===== config.mk =====
export PLATFORM = sky130hd
export DESIGN_NAME = dmem_arbiter
export DESIGN_NICKNAME = d
export VERILOG_FILES = /design/src/rtl/dmem_arbiter.sv
export SDC_FILE = /design/constraint.sdc
export NUM_CORES = 1
export LEC_CHECK = 0
export BUFFER_PORTS_ARGS = -buffer_cell sky130_fd_sc_hd__buf_2
export CAP_MARGIN = 20
export CORE_UTILIZATION = 30
export DETAILED_ROUTE_END_ITERATION = 10
export PLACE_DENSITY = 0.6
export SYNTH_ARGS = -nofsm -noshare
export SYNTH_HDL_FRONTEND = slang
export SYNTH_SLANG_ARGS = --single-unit

===== constraint.sdc =====
create_clock -name clk -period 1.9 [get_ports clk]
set_input_delay 0.38 -clock clk [delete_from_list [all_inputs] [get_ports clk]]
set_output_delay 0.38 -clock clk [all_outputs]
set_load 0.01 [all_outputs]

===== src/rtl/dmem_arbiter.sv =====
// dmem_arbiter
//   Shares one single-port, 1-cycle sync-read data memory between the core
//   load/store unit (port C) and the debug dump/DMA engine (port D).
//   C has fixed priority; a starvation counter forces a D grant after
//   STARVE_LIMIT consecutive denied D-request grant opportunities.
//   Each accepted request is issued to memory one cycle after its grant and
//   acknowledged (rvalid/rdata) to its owner two cycles after its grant.
//
// Ports
//   clk, reset            clock (rising edge) and asynchronous active-low reset
//   c_req/c_we/c_be/      core request and its fields (held until c_gnt)
//   c_addr/c_wdata
//   c_gnt                 combinational 1-cycle accept pulse
//   c_rvalid/c_rdata      1-cycle ack; rdata = read data, 0 for write acks
//   d_*                   same set for the debug port
//   mem_en/mem_we/mem_be/ memory strobe, write enable, byte enables,
//   mem_addr/mem_wdata    word address and write data (all 0 when mem_en=0)
//   mem_rdata             memory read data, valid the cycle after mem_en

module dmem_arbiter #(
  parameter int unsigned ADDR_W       = 32,
  parameter int unsigned DATA_W       = 32,
  parameter int unsigned STARVE_LIMIT = 4
) (
  input  logic                clk,
  input  logic                reset,

  input  logic                c_req,
  input  logic                c_we,
  input  logic [DATA_W/8-1:0] c_be,
  input  logic [ADDR_W-1:0]   c_addr,
  input  logic [DATA_W-1:0]   c_wdata,
  output logic                c_gnt,
  output logic                c_rvalid,
  output logic [DATA_W-1:0]   c_rdata,

  input  logic                d_req,
  input  logic                d_we,
  input  logic [DATA_W/8-1:0] d_be,
  input  logic [ADDR_W-1:0]   d_addr,
  input  logic [DATA_W-1:0]   d_wdata,
  output logic                d_gnt,
  output logic                d_rvalid,
  output logic [DATA_W-1:0]   d_rdata,

  output logic                mem_en,
  output logic                mem_we,
  output logic [DATA_W/8-1:0] mem_be,
  output logic [ADDR_W-3:0]   mem_addr,
  output logic [DATA_W-1:0]   mem_wdata,
  input  logic [DATA_W-1:0]   mem_rdata
);

  localparam int unsigned BE_W    = DATA_W / 8;
  localparam int unsigned WADDR_W = ADDR_W - 2;
  localparam int unsigned CNT_W   = $clog2(STARVE_LIMIT + 1);

  localparam logic [1:0] S_IDLE   = 2'd0;
  localparam logic [1:0] S_ACCESS = 2'd1;
  localparam logic [1:0] S_RESP   = 2'd2;

  localparam logic OWN_C = 1'b0;
  localparam logic OWN_D = 1'b1;

  logic [1:0]       state;
  logic [1:0]       state_nxt;
  logic [CNT_W-1:0] starve_cnt;
  logic [CNT_W-1:0] starve_nxt;

  // Fields of the access in flight; stable from the grant edge through RESP,
  // so the response decode in RESP still sees the old owner even when a new
  // grant is taken in the same cycle.
  logic               acc_owner;
  logic               acc_we;
  logic [BE_W-1:0]    acc_be;
  logic [WADDR_W-1:0] acc_addr;
  logic [DATA_W-1:0]  acc_wdata;

  logic starve_hit;
  logic pick_c;
  logic pick_d;

  // Byte-offset bits are architecturally ignored.
  logic unused_addr_bits;
  assign unused_addr_bits = ^{c_addr[1:0], d_addr[1:0]};

  // Winner selection: forced D at the starvation limit, else C first.
  assign starve_hit = (starve_cnt == CNT_W'(STARVE_LIMIT));
  assign pick_d     = d_req & (starve_hit | ~c_req);
  assign pick_c     = c_req & ~(starve_hit & d_req);

  // State and starvation counter registers.
  always_ff @(posedge clk or negedge reset) begin
    if (!reset) begin
      state      <= S_IDLE;
      starve_cnt <= '0;
    end else begin
      state      <= state_nxt;
      starve_cnt <= starve_nxt;
    end
  end

  // Capture the winner's fields on the grant edge.
  always_ff @(posedge clk or negedge reset) begin
    if (!reset) begin
      acc_owner <= OWN_C;
      acc_we    <= 1'b0;
      acc_be    <= '0;
      acc_addr  <= '0;
      acc_wdata <= '0;
    end else if (c_gnt || d_gnt) begin
      acc_owner <= d_gnt ? OWN_D : OWN_C;
      acc_we    <= d_gnt ? d_we : c_we;
      acc_be    <= d_gnt ? d_be : c_be;
      acc_addr  <= d_gnt ? d_addr[ADDR_W-1:2] : c_addr[ADDR_W-1:2];
      acc_wdata <= d_gnt ? d_wdata : c_wdata;
    end
  end

  // Next state, counter update and all decoded outputs.
  always_comb begin
    state_nxt  = state;
    starve_nxt = starve_cnt;
    c_gnt      = 1'b0;
    d_gnt      = 1'b0;
    c_rvalid   = 1'b0;
    c_rdata    = '0;
    d_rvalid   = 1'b0;
    d_rdata    = '0;
    mem_en     = 1'b0;
    mem_we     = 1'b0;
    mem_be     = '0;
    mem_addr   = '0;
    mem_wdata  = '0;

    // Acknowledge the access issued last cycle.
    if (state == S_RESP) begin
      if (acc_owner == OWN_D) begin
        d_rvalid = 1'b1;
        d_rdata  = acc_we ? '0 : mem_rdata;
      end else begin
        c_rvalid = 1'b1;
        c_rdata  = acc_we ? '0 : mem_rdata;
      end
    end

    case (state)
      S_IDLE, S_RESP: begin
        // Grant is gated by reset so nothing is accepted while held in reset.
        state_nxt = S_IDLE;
        if (reset && (c_req || d_req)) begin
          c_gnt     = pick_c;
          d_gnt     = pick_d;
          state_nxt = S_ACCESS;
          if (pick_d) begin
            starve_nxt = '0;
          end else if (d_req && !starve_hit) begin
            starve_nxt = starve_cnt + CNT_W'(1);
          end
        end
      end
      S_ACCESS: begin
        mem_en    = 1'b1;
        mem_we    = acc_we;
        mem_be    = acc_be;
        mem_addr  = acc_addr;
        mem_wdata = acc_wdata;
        state_nxt = S_RESP;
      end
      default: begin
        state_nxt = S_IDLE;
      end
    endcase
  end

endmodule

==> metrics.md <==
| Metric | Value |
|---|---|
| Status | `finished, violations left` |
| Failing checks | `negative setup slack` |
| Fin crit period | `1.99 ns` |
| WL per Instance | `17.0 um` |
| Clock Latency Late Sink | `0.34 ns` |
| Reg2reg path depth | `5` |
| Crit path max fanout | `17` |
| Drt total wl | `18.8 mm` |
| Crit path DAT | `~1.6 ns` |
| Final Wtd Congestion | `0.744` |
| Post-synth EDFFs | `0` |
| Die H | `129 um` |
| Nets | `approximately 1.1k` |
| Share of layout cells above drive strength 1 | `49.4%` |
| RSZ-0062 raised after global routing | `true` |
| CTS tree | `yes` |
| DIE AREA | `around 0.017 mm^2` |
| Post-CTS Hold Fix Bufs | `0` |
| Peak VDD IR | `0.000398 V` |
| TritonCTS Sinks | `73` |
| Initial DRC count | `300` |
| Max Clock Freq | `around 500 MHz` |
| Critical path type | `register to output pin` |
| First-pass GRT wire length | `27.5 mm` |
| DP HPWL | `11.7 mm` |
| H-tree levels | `3` |
| Synth async-reset ratio | `100%` |
| IO Pins | `slightly above 300` |
| Port Buffers | `305` |
| Main area contributors after synthesis | `dfrtp_1 38%, and2_1 8.8%, nand4_1 8.7%` |
| Cells after Synth | `602` |
| Cell area after synthesis | `around 0.0048 mm^2` |
| Via density | `just over 5` |
| Initial antenna violation count | `1` |
| Commonest non-fill, non-tap cell in the layout | `buf_2` |
| Startpoint Class | `register` |
| Slowest stage delay, CP | `0.43 ns` |
| ANT nets after route | `0` |
| Clk slew on worst S/H paths | `0.06 ns` |
| Synth cell types | `26` |
| Total number of vias | `5583` |
| Final worst-path cycle share | `105%` |
| CTS Root Cell | `clkbuf_16` |
| Setup ws final | `-0.0890 ns` |
| Actual slew at the worst max-slew pin | `around 0.60 ns` |
| Post-Syn Nets | `778` |
| Flip-flop and latch area | `between 0.0015 and 0.002 mm^2` |
| Gr usage total | `21.3%` |
| Leak Pwr | `3.85 nW` |
| Syn. warnings | `0` |
| Design Area, Final | `approximately 0.0075 mm^2` |
| Commonest cells after routing, fill and taps aside | `276 x buf_2, 72 x inv_1, 72 x dfrtp_1, 67 x nand3_1, 67 x nand4_1` |
| Final setup TNS | `-6.77 ns` |
| Gr ovfl total | `0` |
| Slew headroom | `60.0%` |
| Max_cap viols | `0` |
| Area delta synth->final | `56.5%` |
| Total CTS buffers | `9` |
| Remaining DRCs | `0` |
| CP required | `1.52 ns` |
| Initial Util | `a little under a third` |
| DR pass1 iterations | `5` |
| Row count | `45` |
| Core ar. | `between 0.015 and 0.02 mm^2` |
| Cell Area, Placed | `around 0.0066 mm^2` |
| Critical-path top delay cell | `or3b_4` |
| R2r setup slk | `0.16 ns` |
| Via count of the first global-routing pass | `5119` |
| Synth top area share | `37.9%` |
| Final hold slack | `0.127 ns` |
| Fin. Hold Viols | `0` |
| Leading register cell type out of synthesis | `dfrtp_1` |
| Area of the multi-input gates | `approximately 0.0026 mm^2` |
| #FFs+latches synth | `73` |
| Design Power | `0.00539 W` |
| Final setup fails | `131` |
| Pwr dens | `714 mW/mm^2` |
| Seq/Total Area, Yosys | `37.9%` |
| Mean Syn Cell Area | `8.01 um^2` |
| Min-delay worst type | `input port to async pin` |
| Worst Setup End Kind | `output pin` |
| # fillers | `about 1.6k` |
| Worst r2r src | `state[0]$_DFF_PN0_` |
| Largest net degree at the start of global routing | `80` |
| Worst clock skew | `0.00398 ns` |
| Crit-path cells | `or3b_4, buf_12, nor2_2, buf_2` |
| Die X-Extent | `129 um` |
| Clk buf depth | `2` |
| Reg2reg end | `acc_wdata[18]$_DFFE_PN0P_` |
| Cell taking the most area after synthesis | `dfrtp_1` |
| Max Transition Viols Final | `0` |
timing repair:
item                       4_1_cts  5_1_grt
resized for setup               36       78
setup buffers                    6        9
cloned                           4        3
pin swaps                        3        3
setup endpoints to repair      125      195
worst max path at each step:
stage | from | to | slack, ns | depth (start not counted)
final | state[0]$_DFF_PN0_ | c_rdata[2] | -0.09 | 4
after global routing | state[0]$_DFF_PN0_ | c_rdata[27] | -0.15 | 4
after CTS | state[0]$_DFF_PN0_ | c_rdata[2] | -0.11 | 4
after detailed placement | d_req | acc_wdata[10]$_DFFE_PN0P_ | 0.06 | 4
after global placement | c_req | acc_wdata[12]$_DFFE_PN0P_ | 0.1 | 4
after floorplan | state[0]$_DFF_PN0_ | c_rdata[10] | 0.15 | 4
cells in the mapped netlist (4+ instances only):
cell type	instances
dfrtp_1	73
nand4_1	67
o221ai_1	47
nand3_1	67
buf_2	14
clkbuf_1	46
nor2_1	67
buf_1	6
and2_1	68
buf_6	4
inv_1	73
nand2_1	32
o221ai_2	20
per-layer routing:
layer  vias to the layer above  wire [um]  global-route usage, %
li1                       2694          -                      -
met1                      2626       8160                   29.3
met2                       245       8800                   33.2
met3                        18       1630                   5.24
met4                         0        230                   5.95
met5                         -          0                      0
stage by stage:
step           utilization (%)  instances  setup slack (ns)
5_1_grt                   48.9       1105            -0.148
3_5_place_dp              42.7       1069            0.0631
3_3_place_gp              42.7       1069            0.0975
4_1_cts                   46.0       1092            -0.115
6_report                  48.9       1107           -0.0890
2_1_floorplan                -        602             0.149
critical path, delay by kind of cell (launching register included):
family	cells	cell delay, ns
and+or+nand+nor	2	0.54
DFF	1	0.41
buffers and inverters	2	0.32
cells by family after synthesis:
group / synth area share (%)
flip-flops: 37.9
buffers and inverters: 12.2
AND/OR/NAND/NOR: 33.2
multiplexers: 0.234
AO/OA/AOI/OAI: 16.0
adder cells (fa/ha/maj): 0.519
cell type report:
type,instances,area share (%)
Antenna cell,2,0.0663
Clock buffer,13,3.58
Inverter,73,3.63
Multi-Input combinational cell,386,34.5
Sequential cell,73,24.2
Tap cell,211,3.50
Timing Repair Buffer,349,30.5
report_power, final:
group	switching, W	internal (W)	leakage [nW]
clock	0.000635	0.000970	0.134
sequential	0.000141	0.00184	0.895
combinational	0.000947	0.000854	2.82
flip-flops by register name, summed over array words and instances (netlist names):
register and cells:
acc_owner 1, acc_wdata 32, acc_addr 30, state 2, acc_be 4, starve_cnt 3
acc_we 1
Note: power is estimated with default switching activity, not from simulation.
